==> config.mk <==
export PLATFORM = sky130hd
export DESIGN_NAME = pic_ctrl
export DESIGN_NICKNAME = d
export VERILOG_FILES = /design/src/rtl/pic_pkg.sv /design/src/rtl/pic_ctrl.sv
export SDC_FILE = /design/constraint.sdc
export NUM_CORES = 1
export LEC_CHECK = 0
export CORE_MARGIN = 2
export CORE_UTILIZATION = 44
export DETAILED_ROUTE_END_ITERATION = 16
export PLACE_DENSITY_LB_ADDON = 0.12
export SLEW_MARGIN = 30
export SYNTH_ARGS = -nofsm -noshare
export SYNTH_HDL_FRONTEND = slang
export SYNTH_SLANG_ARGS = --single-unit
==> constraint.sdc <==
create_clock -name iClk -period 2.6 [get_ports iClk]
set_input_delay 0.78 -clock iClk [delete_from_list [all_inputs] [get_ports iClk]]
set_output_delay 0.78 -clock iClk [all_outputs]
set_load 0.005 [all_outputs]
==> src/rtl/pic_pkg.sv <==
// Shared definitions for the PIC command/status port block.
// Holds the init FSM state encoding, the OCW2 EOI command codes, the reset
// vector base and the read-select encoding used by pic_ctrl.
package pic_pkg;

    // Init sequence states: ICW1 can arrive in any state, the rest are ordered.
    typedef enum logic [1:0] {
        ST_READY = 2'd0,
        ST_ICW2  = 2'd1,
        ST_ICW3  = 2'd2,
        ST_ICW4  = 2'd3
    } pic_state_t;

    // OCW2 command field (data bits 7:5).
    localparam logic [2:0] OCW2_EOI  = 3'b001;   // non-specific EOI
    localparam logic [2:0] OCW2_SEOI = 3'b011;   // specific EOI, level in bits 2:0

    // Vector 8 base: lets an unprogrammed system still take sane vectors.
    localparam logic [4:0] VEC_BASE_RST = 5'b00001;

    // Read select for port A0=0 reads.
    typedef enum logic {
        RSEL_IRR = 1'b0,
        RSEL_ISR = 1'b1
    } rsel_t;

endpackage

==> src/rtl/pic_ctrl.sv <==
// Purpose: 8259-style PIC register block: ICW1-4 init FSM, OCW1 mask, OCW2 EOI, OCW3 read select.
// Latency: writes take effect on the next clock; read data and EOI pulses appear one cycle after the strobe.
// Backpressure: none; every strobe is accepted in the cycle it is asserted.
//
// Ports:
//   iClk, iRst          clock, synchronous active-high reset
//   iWr, iRd, iA0       one-cycle write/read strobes and port address bit 0
//   iData               CPU write data
//   iIrr, iIsr          live pending / in-service vectors from the interrupt core
//   oMask               interrupt mask register (1 = masked)
//   oEoi, oEoiSpec,     end-of-interrupt pulse, specific flag and level
//   oEoiLvl
//   oVecBase            vector bits 7:3 for the INTA cycle
//   oSel, oData         read-data-valid strobe and read-back data
module pic_ctrl
    import pic_pkg::*;
(
    input  logic       iClk,
    input  logic       iRst,
    input  logic       iWr,
    input  logic       iRd,
    input  logic       iA0,
    input  logic [7:0] iData,
    input  logic [7:0] iIrr,
    input  logic [7:0] iIsr,
    output logic [7:0] oMask,
    output logic       oEoi,
    output logic       oEoiSpec,
    output logic [2:0] oEoiLvl,
    output logic [4:0] oVecBase,
    output logic       oSel,
    output logic [7:0] oData
);

    pic_state_t state, nxt_state;
    rsel_t      rsel, nxt_rsel;
    logic       sngl, nxt_sngl;
    logic       ic4, nxt_ic4;
    logic [7:0] nxt_mask;
    logic [4:0] nxt_vec_base;
    logic       nxt_eoi, nxt_eoi_spec;
    logic [2:0] nxt_eoi_lvl;
    logic       nxt_sel;
    logic [7:0] nxt_data;

    logic       icw1;

    // ICW1 is recognised in every state and restarts the init sequence.
    assign icw1 = iWr && !iA0 && iData[4];

    always_ff @(posedge iClk) begin
        if (iRst) begin
            state    <= ST_READY;
            rsel     <= RSEL_IRR;
            sngl     <= 1'b1;
            ic4      <= 1'b0;
            oMask    <= 8'h00;
            oVecBase <= VEC_BASE_RST;
            oEoi     <= 1'b0;
            oEoiSpec <= 1'b0;
            oEoiLvl  <= 3'd0;
            oSel     <= 1'b0;
            oData    <= 8'h00;
        end else begin
            state    <= nxt_state;
            rsel     <= nxt_rsel;
            sngl     <= nxt_sngl;
            ic4      <= nxt_ic4;
            oMask    <= nxt_mask;
            oVecBase <= nxt_vec_base;
            oEoi     <= nxt_eoi;
            oEoiSpec <= nxt_eoi_spec;
            oEoiLvl  <= nxt_eoi_lvl;
            oSel     <= nxt_sel;
            oData    <= nxt_data;
        end
    end

    always_comb begin
        nxt_state    = state;
        nxt_rsel     = rsel;
        nxt_sngl     = sngl;
        nxt_ic4      = ic4;
        nxt_mask     = oMask;
        nxt_vec_base = oVecBase;
        nxt_eoi      = 1'b0;
        nxt_eoi_spec = 1'b0;
        nxt_eoi_lvl  = 3'd0;

        if (icw1) begin
            nxt_sngl  = iData[1];
            nxt_ic4   = iData[0];
            nxt_mask  = 8'h00;
            nxt_rsel  = RSEL_IRR;
            nxt_state = ST_ICW2;
        end else if (iWr && iA0) begin
            unique case (state)
                ST_READY: nxt_mask = iData;
                ST_ICW2: begin
                    nxt_vec_base = iData[7:3];
                    if (!sngl)    nxt_state = ST_ICW3;
                    else if (ic4) nxt_state = ST_ICW4;
                    else          nxt_state = ST_READY;
                end
                ST_ICW3:  nxt_state = ic4 ? ST_ICW4 : ST_READY;
                ST_ICW4:  nxt_state = ST_READY;
                default:  nxt_state = ST_READY;
            endcase
        end else if (iWr && state == ST_READY) begin
            // A0=0 and not ICW1: OCW2 or OCW3 by bits 4:3. Mid-init these are dropped.
            if (iData[4:3] == 2'b00) begin
                if (iData[7:5] == OCW2_EOI) begin
                    nxt_eoi = 1'b1;
                end else if (iData[7:5] == OCW2_SEOI) begin
                    nxt_eoi      = 1'b1;
                    nxt_eoi_spec = 1'b1;
                    nxt_eoi_lvl  = iData[2:0];
                end
            end else if (iData[4:3] == 2'b01 && iData[1]) begin
                nxt_rsel = rsel_t'(iData[0]);
            end
        end
    end

    // Read path uses the current (pre-write) register values, so a write and
    // read in the same cycle return the old contents.
    always_comb begin
        nxt_sel  = iRd;
        nxt_data = 8'h00;
        if (iRd) begin
            if (iA0)                    nxt_data = oMask;
            else if (rsel == RSEL_ISR)  nxt_data = iIsr;
            else                        nxt_data = iIrr;
        end
    end

endmodule

==> results of run 1 <==
==> cell families (layout without fill, tap and decap cells) <==
group | Yosys count | after routing | share of synthesized area (%)
compound gates | 8 | 8 | 4.34
buf+inv | 10 | 68 | 3.76
flops | 32 | 32 | 49.4
simple gates | 42 | 42 | 18.5
mux | 30 | 30 | 23.9
==> state kept, by name, summed over array words and instances (netlist names) <==
name and flops:
oData 8, oMask 8, oVecBase 5, oEoiLvl 3, state 2, ic4 1
oEoi 1, oEoiSpec 1, oSel 1, rsel 1, sngl 1
==> per-stage QoR <==
step / total power [mW] / utilization (%) / std cells
final: 0.946 / 69.1 / 211
after global routing: 0.990 / 69.1 / 211
after CTS: 0.956 / 69.1 / 211
after detailed placement: 0.664 / 67.0 / 203
after global placement: 0.660 / 67.0 / 203
after floorplan: 0.581 / - / 122
==> metal layers <==
metal	up-vias	share of wire (%)
met5	-	0
met4	0	1.7
met3	7	6.0
met2	38	50
met1	491	43
li1	539	-
==> area by class of cell <==
cell class | count | area (sq um) | share of cell area, %
clock buffer | 8 | 58.8 | 3.06
inverter | 3 | 11.3 | 0.586
multi-input combinational | 80 | 607 | 31.6
sequential | 32 | 641 | 33.3
tap | 31 | 38.8 | 2.02
timing repair buffer | 57 | 566 | 29.4
==> power breakdown <==
part           internal [mW]  leakage [nW]  switching [mW]  total (mW)
combinational         0.0881         0.467          0.0496       0.138
sequential             0.505         0.260         0.00972       0.515
clock                  0.133        0.0326           0.161       0.294
==> synth_stat cells <==
| master | n | area (sq um) |
|---|---|---|
| mux2_2 | 8 | 90.1 |
| a21oi_1 | 1 | 5.00 |
| and3b_1 | 2 | 17.5 |
| a22oi_1 | 1 | 7.51 |
| clkbuf_1 | 2 | 7.51 |
| o21ai_0 | 2 | 10.0 |
| and4b_1 | 3 | 30.0 |
| mux2i_1 | 22 | 220 |
| and2_1 | 3 | 18.8 |
| buf_4 | 2 | 15.0 |
| nor2_1 | 23 | 86.3 |
| nor2b_1 | 2 | 12.5 |
| a311oi_1 | 1 | 8.76 |
| nor4b_2 | 1 | 15.0 |
| buf_2 | 2 | 10.0 |
| o21a_1 | 1 | 7.51 |
| nor4b_1 | 1 | 8.76 |
| a211o_1 | 2 | 17.5 |
| clkbuf_2 | 1 | 5.00 |
| nand3b_1 | 3 | 22.5 |
| and4bb_1 | 1 | 12.5 |
| nand2b_1 | 2 | 12.5 |
| dfxtp_1 | 32 | 641 |
| nand2_1 | 1 | 3.75 |
| inv_1 | 3 | 11.3 |
==> critical path, stage by stage <==
cell             delay (ps)
clkdlybuf4s50_1         570
and4bb_1                550
mux2i_1                 260
nor2_1                   60
==> worst max path at each step <==
stage / start / end / slack, ps / cells past startpoint
global route: iWr / oMask[6]$_SDFFE_PP0P_ / 480 / 4
finish: iA0 / oMask[1]$_SDFFE_PP0P_ / 590 / 4
global placement: iWr / oMask[3]$_SDFFE_PP0P_ / 340 / 4
detailed placement: iWr / oMask[1]$_SDFFE_PP0P_ / 220 / 4
floorplan: iWr / oVecBase[0]$_SDFFE_PP1P_ / 1090 / 4
CTS: oMask[7]$_SDFFE_PP0P_ / oMask[7] / 570 / 1
==> impl_metrics.csv, run 1 <==
group,metric,value,unit
clocking,root_buffer,"clkbuf_4",
clocking,cts_hold_buffers,0,
clocking,max-clock-path-buffers,2,
worst_setup_path,reg2reg_from,"state[1]$_SDFFE_PP0P_",
drt,drtAntennaViolNets,0,
floorplan,core_area,0.00278,sq mm
clocking,clkTransAtPathRegs,100,ps
drt,drt-total-wl,3070,um
global_route,use_met1,23.6,%
drt,vias_per_cell,5.09,
global_route,antenna_found_initial,0,
hold_path,hold_path_class,"reg2reg",
sta,rsz0062_at_grt,"no",
floorplan,initial_utilization,46.6,%
global_route,first_global_vias,1107,
global_route,grt-ovfl-total,0,
drt,first_pass_iters,4,
sta,finClkSkew,6.03,ps
power,max-vdd-ir-drop,472,uV
worst_setup_path,criticalPathCategory,"in2reg",
synthesis,synth_area_per_cell,10.6,sq um
clocking,clock_latency,320,ps
finish,final_common_cell,"clkdlybuf4s50_1",
hold_path,holdPathStages,1,
worst_setup_path,crit_path_end_kind,"flip-flop",
synthesis,netlist_area,0.00130,sq mm
floorplan,fp.dieW,58.3,um
global_route,grt_max_degree,13,
placement,placed_cell_area,0.00186,sq mm
worst_setup_path,required,2810,ps
sta,hold_viol_final,0,
synthesis,yosys_register_bits,32,
clocking,clock-sinks,32,
global_route,busiest_layer,"met2",
synthesis,synth.distinct_cells,25,
synthesis,synth-seq-area-share,49.4,%
floorplan,rows,19,
placement,hpwl,2330,um
finish,fillers,237,
finish,design.final.nets,208,
drt,remaining_drc_errors,0,
drt,vias,1075,
synthesis,syn_inst,122,
power,leakagePower,0.759,nW
sta,slew_headroom,67.0,%
floorplan,die_area,0.00340,sq mm
hold_path,worstHoldStart,"sngl$_SDFFE_PP1P_",
global_route,grt_pass1_wl,5130,um
placement,gp_congestion,0.706,
synthesis,synth_nets,151,
worst_setup_path,arrival,2220,ps
sta,whs,497,ps
finish,drive_gt1_share,9.44,%
flow_run,maxCapViolCount,0,
sta,tightest_slew,495,ps
clocking,cts_setup_buffers,0,
placement,dp_slack,220,ps
finish,final_cell_mix,"55 x clkdlybuf4s50_1, 32 x dfxtp_1, 23 x nor2_1",
status,outcome,"complete, no violations",
drt,drtIter0Drc,15,
sta,max_freq,496,MHz
sta,tns,0,ps
floorplan,fp.dieH,58.3,um
power,p_per_area,492,mW/mm^2
worst_setup_path,rrSetupSlack,1190,ps
worst_setup_path,crit_fanout,8,
finish,final_area,0.00192,sq mm
sta,maxSlewViolCount,0,
global_route,grt_use_total,20.5,%
worst_setup_path,r2r_cells,3,
worst_setup_path,r2r-end,"oMask[1]$_SDFFE_PP0P_",
drt,wl_per_cell,14.5,um
sta,period_needed,2010,ps
clocking,cts_tree,"yes",
hold_path,hold_end,"sngl$_SDFFE_PP1P_",
worst_setup_path,start_kind,"input port",
placement,portBuffers,55,
clocking,h-tree-depth,2,
global_route,grtUsageMet3,5.80,%
synthesis,synth_warnings,0,
floorplan,ios,56,
finish,area_growth,48.3,%
sta,fin_crit_sh,77.5,%
clocking,cts_resized,0,
global_route,use_met2,34.3,%
sta,fin_ws,586,ps
finish,diodes,0,
sta,finalSetupViolCount,0,
clocking,cts_buffers,5,
No activity file was read; power rests on OpenSTA's default activity.
==> inputs of run 2 (changes only) <==
- CORE_UTILIZATION: 44 -> 41
- clock period: 2.6 -> 2 ns (I/O delays scaled with it)
==> run 2 against run 1 <==
Compared with the run above:
- sequential share of layout area down 2.3 points
- sequential power up 30%
- final cell count up 12%
- power up 50%
- wire length up 4.2%
- critical path type is now reg2out
- critical endpoint is now oMask[6]
==> impl_metrics.csv, run 2 (synthesis results as in run 1) <==
group,metric,value,unit
hold_path,holdPathStages,1,
worst_setup_path,required,1400,ps
floorplan,rows,20,
clocking,clock-sinks,32,
finish,final_cell_mix,"55 x clkdlybuf4s50_1, 32 x dfxtp_1, 23 x nor2_1",
finish,final_area,0.00206,sq mm
floorplan,ios,56,
sta,period_needed,1840,ps
drt,vias,1133,
sta,finClkSkew,5.51,ps
global_route,grt_max_degree,13,
sta,tns,0,ps
worst_setup_path,reg2reg_from,"state[0]$_SDFFE_PP0P_",
worst_setup_path,rrSetupSlack,660,ps
drt,vias_per_cell,4.80,
finish,design.final.nets,220,
placement,placed_cell_area,0.00197,sq mm
floorplan,fp.dieH,60.2,um
sta,max_freq,544,MHz
drt,drt-total-wl,3200,um
sta,slew_headroom,72.1,%
global_route,first_global_vias,1101,
clocking,h-tree-depth,2,
drt,first_pass_iters,4,
drt,drtAntennaViolNets,0,
power,max-vdd-ir-drop,357,uV
placement,hpwl,2490,um
drt,remaining_drc_errors,0,
hold_path,hold_end,"sngl$_SDFFE_PP1P_",
global_route,busiest_layer,"met2",
placement,gp_congestion,0.711,
sta,fin_ws,162,ps
sta,hold_viol_final,0,
global_route,grt_use_total,19.4,%
placement,portBuffers,55,
clocking,max-clock-path-buffers,2,
global_route,use_met1,21.1,%
power,power,1.42,mW
floorplan,fp.dieW,60.2,um
floorplan,die_area,0.00363,sq mm
drt,drtIter0Drc,13,
finish,layout.cells.non_filler,236,
drt,wl_per_cell,13.6,um
worst_setup_path,crit_fanout,3,
worst_setup_path,r2r-end,"oVecBase[0]$_SDFFE_PP1P_",
flow_run,maxCapViolCount,0,
power,p_per_area,690,mW/mm^2
clocking,cts_hold_buffers,0,
placement,dp_slack,-45.8,ps
global_route,grt_pass1_wl,5020,um
hold_path,hold_path_class,"reg2reg",
floorplan,initial_utilization,42.8,%
worst_setup_path,critPathTopFamily,"buffers and inverters",
finish,final_common_cell,"clkdlybuf4s50_1",
clocking,cts_setup_buffers,0,
worst_setup_path,start_kind,"flip-flop",
clocking,root_buffer,"clkbuf_4",
global_route,antenna_found_initial,0,
clocking,clkTransAtPathRegs,100,ps
global_route,use_met2,34.2,%
status,outcome,"complete, no violations",
sta,tightest_slew,419,ps
placement,dp_cells,228,
finish,drive_gt1_share,16.1,%
hold_path,worstHoldStart,"sngl$_SDFFE_PP1P_",
worst_setup_path,r2r_cells,3,
finish,area_growth,59.3,%
worst_setup_path,path_cells,"clkdlybuf4s50_1",
power,leakagePower,0.837,nW
sta,maxSlewViolCount,0,
floorplan,core_area,0.00303,sq mm
sta,finalSetupViolCount,0,
clocking,cts_buffers,5,
clocking,clock_latency,340,ps
finish,largest_registers,"oData x8, oMask x8, oVecBase x5",
worst_setup_path,criticalPathCategory,"reg2out",
worst_setup_path,slowest_delay,520,ps
sta,fin_crit_sh,91.9,%
worst_setup_path,critPathBufInv,1,
worst_setup_path,crit_path_top_delay_cell,"clkdlybuf4s50_1",
finish,diodes,0,
sta,rsz0062_at_grt,"no",
clocking,cts_resized,0,
global_route,grtUsageMet3,7.14,%
worst_setup_path,crit_path_end_kind,"primary output",
global_route,grt-ovfl-total,0,
clocking,cts_tree,"yes",
worst_setup_path,arrival,1240,ps
## run 2: final cells by class
class | instances | area [sq um]
Fill cell | 259 | 963
Timing Repair Buffer | 69 | 656
Sequential cell | 32 | 641
Multi-Input combinational cell | 80 | 607
Clock buffer | 7 | 65.1
Tap cell | 44 | 55.1
Clock inverter | 1 | 30.0
Inverter | 3 | 11.3
## run 2: how the worst max path moves through the flow
stage | startpoint | endpoint | slack, ps | cells past startpoint
after detailed placement | iA0 | oEoiLvl[2]$_SDFF_PP0_ | -50 | 5
after global routing | oMask[6]$_SDFFE_PP0P_ | oMask[6] | 100 | 1
after CTS | oMask[6]$_SDFFE_PP0P_ | oMask[6] | 140 | 1
final | oMask[6]$_SDFFE_PP0P_ | oMask[6] | 160 | 1
after global placement | iData[7] | oEoiLvl[2]$_SDFF_PP0_ | -7 | 5
after floorplan | iWr | oVecBase[0]$_SDFFE_PP1P_ | 670 | 4
## run 2: metal layers
metal | share of wire [%] | vias up
met5 | 0 | -
met4 | 1.2 | 0
met3 | 7.8 | 6
met2 | 51 | 42
met1 | 40 | 527
li1 | - | 558
## run 2: power breakdown
group / internal, mW / switching, mW / leakage [nW] / total [mW]
clock network: 0.332 / 0.225 / 0.0515 / 0.557
logic: 0.130 / 0.0677 / 0.525 / 0.197
registers: 0.657 / 0.0129 / 0.260 / 0.669
total: 1.12 / 0.306 / 0.837 / 1.42
## run 2: per-stage QoR
stage	hold WS (ps)	utilization [%]
2_1_floorplan	451	-
4_1_cts	503	68.2
3_3_place_gp	472	65.0
3_5_place_dp	479	65.0
6_report	504	68.2
5_1_grt	542	68.2
==> inputs of run 3 (changes only) <==
- GPL_ROUTABILITY_DRIVEN: not set -> 0
- PLACE_DENSITY: not set -> 0.78
- PLACE_DENSITY_LB_ADDON: 0.12 -> not set
==> run 3 against run 2 <==
Compared with the run above:
- setup slack better by 0.73 ps
- critical path depth unchanged
- clock power is 1% lower
- power down 0.41%
- largest power group unchanged
- clock-buffer cell count stayed put
==> impl_metrics.csv, run 3 (synthesis results as in run 1) <==
group,metric,value,unit
status,outcome,"complete, no violations",
sta,tightest_slew,413,ps
finish,final_cell_mix,"55 x clkdlybuf4s50_1, 32 x dfxtp_1, 23 x nor2_1",
sta,slew_headroom,72.4,%
clocking,root_buffer,"clkbuf_4",
clocking,cts_tree,"yes",
floorplan,fp.dieH,60.2,um
finish,diodes,0,
drt,remaining_drc_errors,0,
drt,vias_per_cell,4.73,
clocking,max-clock-path-buffers,2,
clocking,clock-sinks,32,
global_route,antenna_found_initial,0,
finish,final_common_cell,"clkdlybuf4s50_1",
drt,vias,1112,
power,p_per_area,689,mW/mm^2
drt,wl_per_cell,13.8,um
worst_setup_path,start_kind,"flip-flop",
clocking,h-tree-depth,2,
sta,period_needed,1840,ps
worst_setup_path,crit_path_end_kind,"primary output",
drt,drtIter0Drc,18,
finish,multi_input_area,607,sq um
clocking,cts_setup_buffers,0,
finish,drive_gt1_share,15.7,%
clocking,cts_buffers,5,
floorplan,fp.dieW,60.2,um
flow_run,maxCapViolCount,0,
worst_setup_path,crit_fanout,3,
finish,largest_registers,"oData x8, oMask x8, oVecBase x5",
sta,whs,508,ps
worst_setup_path,crit_path_top_delay_cell,"clkdlybuf4s50_1",
clocking,clkTransAtPathRegs,100,ps
global_route,grt_max_degree,13,
placement,hpwl,2430,um
worst_setup_path,critPathTopFamily,"buffers and inverters",
placement,dp_cells,227,
clocking,clock_latency,340,ps
global_route,grt_pass1_wl,5270,um
worst_setup_path,criticalPathCategory,"reg2out",
sta,finalSetupViolCount,0,
floorplan,ios,56,
sta,finClkSkew,4.27,ps
finish,fillers,245,
sta,fin_ws,163,ps
clocking,cts_resized,0,
power,max-vdd-ir-drop,410,uV
clocking,cts_hold_buffers,0,
finish,final-seq-area,641,sq um
global_route,grt-ovfl-total,0,
sta,rsz0062_at_grt,"no",
drt,first_pass_iters,4,
finish,area_growth,58.7,%
global_route,grt_use_total,20.6,%
worst_setup_path,slowest_delay,530,ps
worst_setup_path,path_cells,"clkdlybuf4s50_1",
sta,maxSlewViolCount,0,
drt,drtAntennaViolNets,0,
finish,fin_util,67.9,%
power,leakagePower,0.832,nW
floorplan,rows,20,
global_route,first_global_vias,1121,
finish,design.final.nets,219,
worst_setup_path,arrival,1240,ps
finish,layout.cells.non_filler,235,
sta,fin_crit_sh,91.9,%
placement,dp_slack,-85.5,ps
floorplan,initial_utilization,42.8,%
drt,drt-total-wl,3250,um
hold_path,hold_path_class,"reg2reg",
sta,max_freq,544,MHz
worst_setup_path,required,1400,ps
worst_setup_path,critPathBufInv,1,
floorplan,die_area,0.00363,sq mm
floorplan,core_area,0.00303,sq mm
sta,hold_viol_final,0,
placement,portBuffers,55,
-- run 3: layer usage --
metal	routed length, um	up-vias	global-route usage, %
met3	193	9	4.55
met1	1410	499	22.4
met5	0	-	0
met2	1560	46	35.4
met4	91	0	13.7
li1	-	558	-
-- run 3: path summary, 6_finish.rpt --
path	depth (start not counted)	endpoint	from	slack, ps
max	1	oMask[6]	oMask[6]$_SDFFE_PP0P_	160
min	1	sngl$_SDFFE_PP1P_	sngl$_SDFFE_PP1P_	510
max reg2reg	3	oVecBase[0]$_SDFFE_PP1P_	state[0]$_SDFFE_PP0P_	660
min reg2reg	1	sngl$_SDFFE_PP1P_	sngl$_SDFFE_PP1P_	510
-- run 3: cell type report --
cell class,count,share of cell area (%)
clock inverters,1,1.46
repair buffers,68,31.5
multi-input cells,80,29.5
inverters,3,0.547
well taps,44,2.68
flip-flops and latches,32,31.1
clock buffers,7,3.16
-- run 3: metrics by stage --
stage	TNS (ps)	cell area [sq um]	power, mW
3_3_place_gp	-124	1960	0.875
2_1_floorplan	0	1300	0.756
5_1_grt	0	2060	1.48
4_1_cts	0	2060	1.43
3_5_place_dp	-422	1960	0.881
6_report	0	2060	1.42
-- run 3: report_power, final --
group,switching (mW),total [mW],internal [mW],leakage (nW)
Sequential,0.0126,0.669,0.656,0.260
Combinational,0.0692,0.198,0.128,0.521
Clock,0.220,0.551,0.332,0.0515
